--- src/rtl/alu_share_arbiter.sv ---
// alu_share_arbiter: round-robin share of one ALU between two
// requesters, fixed-latency execute and a valid/ready response.
module alu_share_arbiter #(
    parameter int WIDTH   = 32,
    parameter int ALU_LAT = 1
) (
    input  logic             clk_i,
    input  logic             rst_ni,

    input  logic             req0_valid_i,
    output logic             req0_ready_o,
    input  logic [WIDTH-1:0] req0_a_i,
    input  logic [WIDTH-1:0] req0_b_i,
    input  logic [4:0]       req0_aluop_i,

    input  logic             req1_valid_i,
    output logic             req1_ready_o,
    input  logic [WIDTH-1:0] req1_a_i,
    input  logic [WIDTH-1:0] req1_b_i,
    input  logic [4:0]       req1_aluop_i,

    output logic [WIDTH-1:0] alu_a_o,
    output logic [WIDTH-1:0] alu_b_o,
    output logic [4:0]       alu_op_o,
    input  logic [WIDTH-1:0] alu_result_i,

    output logic             rsp_valid_o,
    input  logic             rsp_ready_i,
    output logic             rsp_id_o,
    output logic [WIDTH-1:0] rsp_result_o,

    output logic             busy_o
);

    typedef enum logic [1:0] {
        IDLE,
        EXEC,
        RESP
    } state_t;

    localparam logic [3:0] LAST_CNT = 4'(ALU_LAT - 1);

    state_t           state_q;
    logic             last_q;
    logic             id_q;
    logic [3:0]       cnt_q;
    logic [WIDTH-1:0] a_q;
    logic [WIDTH-1:0] b_q;
    logic [WIDTH-1:0] res_q;
    logic [4:0]       op_q;

    logic             any_valid;
    logic             winner;
    logic             accept;

    assign any_valid = req0_valid_i | req1_valid_i;

    // Tie goes to whoever was not granted last; a lone requester always wins.
    always_comb begin
        winner = 1'b0;
        unique case (1'b1)
            req0_valid_i && req1_valid_i:  winner = ~last_q;
            req1_valid_i && !req0_valid_i: winner = 1'b1;
            default:                       winner = 1'b0;
        endcase
    end

    // Reset gating keeps both readys low while reset is held.
    assign accept       = rst_ni & (state_q == IDLE) & any_valid;
    assign req0_ready_o = accept & ~winner;
    assign req1_ready_o = accept & winner;

    assign alu_a_o      = a_q;
    assign alu_b_o      = b_q;
    assign alu_op_o     = op_q;

    assign rsp_valid_o  = (state_q == RESP);
    assign rsp_id_o     = id_q;
    assign rsp_result_o = res_q;
    assign busy_o       = (state_q != IDLE);

    // Control FSM: latch winner on accept, count ALU latency, hold response.
    always_ff @(posedge clk_i or negedge rst_ni) begin
        if (!rst_ni) begin
            state_q <= IDLE;
            last_q  <= 1'b1;
            id_q    <= 1'b0;
            cnt_q   <= 4'd0;
            a_q     <= '0;
            b_q     <= '0;
            op_q    <= 5'd0;
            res_q   <= '0;
        end else begin
            unique case (state_q)
                IDLE: begin
                    if (accept) begin
                        a_q     <= winner ? req1_a_i : req0_a_i;
                        b_q     <= winner ? req1_b_i : req0_b_i;
                        op_q    <= winner ? req1_aluop_i : req0_aluop_i;
                        id_q    <= winner;
                        last_q  <= winner;
                        cnt_q   <= 4'd0;
                        state_q <= EXEC;
                    end
                end
                EXEC: begin
                    cnt_q <= cnt_q + 4'd1;
                    if (cnt_q == LAST_CNT) begin
                        res_q   <= alu_result_i;
                        state_q <= RESP;
                    end
                end
                RESP: begin
                    if (rsp_ready_i) begin
                        state_q <= IDLE;
                    end
                end
                default: state_q <= IDLE;
            endcase
        end
    end

endmodule

--- config.mk ---
export PLATFORM = sky130hd
export DESIGN_NAME = alu_share_arbiter
export DESIGN_NICKNAME = d
export VERILOG_FILES = /design/src/rtl/alu_share_arbiter.sv
export SDC_FILE = /design/constraint.sdc
export NUM_CORES = 1
export LEC_CHECK = 0
export ABC_AREA = 1
export BUFFER_PORTS_ARGS = -buffer_cell sky130_fd_sc_hd__buf_2
export CORE_UTILIZATION = 30
export DETAILED_ROUTE_END_ITERATION = 6
export PLACE_DENSITY = 0.6
export SYNTH_ARGS = -nofsm -noshare
export SYNTH_HDL_FRONTEND = slang
export SYNTH_SLANG_ARGS = --single-unit
export TNS_END_PERCENT = 1
--- constraint.sdc ---
create_clock -name clk_i -period 4.66 [get_ports clk_i]
set_input_delay 1.165 -clock clk_i [delete_from_list [all_inputs] [get_ports clk_i]]
set_output_delay 1.165 -clock clk_i [all_outputs]
set_load 0.02 [all_outputs]
==> results.cfg <==
[synth]
yosysWarnings = 0
netlist_area_sq_um = 5290
avgSynthCellArea_sq_um = 7.42
syn_inst = 713
synthDistinctLibCells = 20
ys_ff_latch = 109
synth.largest_area_cell = dfrtp_1
yosys-top-cells-count = nand2_1, dfrtp_1, nand3_1
synth_nets = 890
yosysSeqAreaShare_pct = 51.5
synth_edf_count = 0
synth_top_area_share_pct = 51.1
yosys-top-cells-area = dfrtp_1, nand2_1, nand3_1
synthFlopType = dfrtp_1
ys_async_sr_fraction_pct = 100
yosysMostFrequentCell = nand2_1

[placed_design]
gp_congestion = 0.774
port_buffers = 280
dp_hpwl_mm = 10.6
post-place-ws_ns = 1.56

[sta]
max_slew_margin_pct = 43.1
skew_ns = 0.00965
setup_viol = 0
hold_violations = 0
fin_crit_sh_pct = 66.2
rsz0062_at_grt = false
tightest_slew_ns = 0.854
worst_slack_ns = 1.57
maxSlewViolCount = 0
tns_ns = 0
fin_crit_ns = 3.09
fmax_mhz = 324

[cts]
cts_tree = built
cts_setup_buffers = 0
cts_buffer_depth = 2
cts_root_buf = clkbuf_16
cts_sinks = 109
h-tree-depth = 3
clk_latency_ns = 0.36
cts_buffers = 9
clk_pin_slew_ns = 0.07
postCtsHoldBufs = 0
cts-resized-gates = 0

[finish]
num-nets-final = 1145
antenna_cells = 0
drive_gt1_share_pct = 32.9
area_delta_synth_final_pct = 33.2

[die]
dieArea_sq_um = 18200
die_x_um = 135
core_sq_um = 17200
chipHeight_um = 135
num_rows = 48
boundaryPins = 281
start_util_pct = 30.7

[drt]
antenna_left = 0
wl_met3_mm = 1.01
top_layer_used = met4
routed_via_density = 4.41
drc = 0
met2WireLength_mm = 7.01
routed_wl_mm = 15.4
wl_per_cell_um = 12.8
drt_iter0_markers = 312
vias = 5287
wl_met1_mm = 7.04
dr.pass1.iters = 4

[grt]
antenna_found_initial = 0
grt_pass1_vias = 5014
grt_pass1_wl_mm = 24.8
groute.usage.overall_pct = 17.4
overflow = 0
grt_max_degree = 77

[power_and_ir_drop]
powerDensity_nw_per_um2 = 629
netSwitchingPower_mw = 2.02
power.total_mw = 4.44
comb_power_share_pct = 46.4
p_sw_share_pct = 45.5
irDropWorstVdd_v = 0.000263
p_clk_share_pct = 17.1
pwr-share-seq_pct = 36.6
p_leak_nw = 4.34
p_int_mw = 2.42

[worst_hold_path]
hold_class = reg -> reg

[setup_path]
start_kind = primary input
worst_setup_path_end_kind = primary output
path_class = in -> out
cp.arrival_ns = 1.92
critical_path_required_ns = 3.49
critPathMaxFanout = 3

[status]
outcome = finished clean

[job]
max_cap_viol_count = 0
[layout make-up]
| class | count | area [sq um] |
|---|---|---|
| repair buffers | 287 | 1460 |
| clock inverters | 7 | 67.6 |
| multi-input cells | 550 | 2250 |
| well taps | 225 | 282 |
| inverters | 11 | 41.3 |
| fillers | 1863 | 10200 |
| flip-flops and latches | 109 | 2730 |
| clock buffers | 9 | 225 |
[worst paths after layout]
kind	cells past startpoint	slack [ns]	endpoint	from
setup / recovery	8	1.57	req1_ready_o	req1_valid_i
hold / removal	2	0.47	rsp_result_o[2]	rsp_result_o[2]
setup reg to reg	6	2.77	alu_op_o[2]	state_q[0]
hold reg to reg	2	0.47	rsp_result_o[2]	rsp_result_o[2]
max in group asynchronous	3	2.38	alu_b_o[9]	rst_ni
min in group asynchronous	1	0.81	last_q	rst_ni
[sequential cells by signal (all words and copies together), names as in the netlist]
register	cells
rsp_id_o	1
cnt_q	4
alu_b_o	32
rsp_result_o	32
alu_a_o	32
last_q	1
alu_op_o	5
state_q	2
[metrics by stage]
stage          utilization, %  hold slack (ns)  cell area, sq um  instances
2_1_floorplan               -            0.447              5290        713
3_3_place_gp             39.2            0.450              6760       1182
3_5_place_dp             39.2            0.453              6760       1182
4_1_cts                  40.9            0.472              7050       1198
5_1_grt                  40.9            0.493              7050       1198
6_report                 40.9            0.467              7050       1198
[layer usage]
layer	GRT usage, %	up-vias
met5	0	-
li1	-	2695
met4	6.37	0
met1	22.3	2384
met2	28.2	187
met3	4.20	21
[critical path, stage by stage]
cell and delay (ns):
buf_2 0.15, inv_2 0.05, nand2_2 0.09, inv_2 0.07, nor2_8 0.10, nand2_2 0.08, inv_2 0.07, buf_2 0.16
[power by group through the flow]
stage | Clock [mW] | Combinational, mW | Sequential, mW
final | 0.758 | 2.06 | 1.62
after global routing | 0.832 | 2.29 | 1.68
after CTS | 0.792 | 2.10 | 1.62
after detailed placement | 0 | 2.10 | 1.63
after global placement | 0 | 2.07 | 1.62
after floorplan | 0 | 0.871 | 2.14
[cells in the final DEF (no fill, tap or decap)]
cell type / synthesis / layout
inv_6: 0 / 2
inv_2: 4 / 4
clkinv_8: 0 / 1
nand4_1: 1 / 1
nor2_8: 1 / 1
ha_1: 2 / 2
nor2_1: 2 / 2
dfstp_2: 1 / 1
buf_2: 15 / 279
inv_1: 7 / 7
nand2_1: 458 / 456
nand2_2: 4 / 6
nand3_2: 2 / 1
o31ai_1: 1 / 1
clkinv_4: 0 / 2
xor2_1: 1 / 1
clkinv_2: 0 / 1
nor2_2: 2 / 2
nor2_4: 1 / 1
dfrtp_1: 108 / 108
nand3_4: 0 / 1
nand3_1: 75 / 75
clkbuf_16: 0 / 9
buf_4: 4 / 8
inv_8: 0 / 1
[cell families (layout without fill, tap and decap cells)]
logic type / after synthesis / after routing / synth area share (%)
and+or+nand+nor: 546 / 546 / 41.5
DFF: 109 / 109 / 51.5
buffers and inverters: 54 / 314 / 6.17
adders and majority gates: 2 / 2 / 0.473
AOI/OAI and AO/OA: 1 / 1 / 0.142
xor gates and xnor gates: 1 / 1 / 0.165
(Power assumes the default switching activity.)
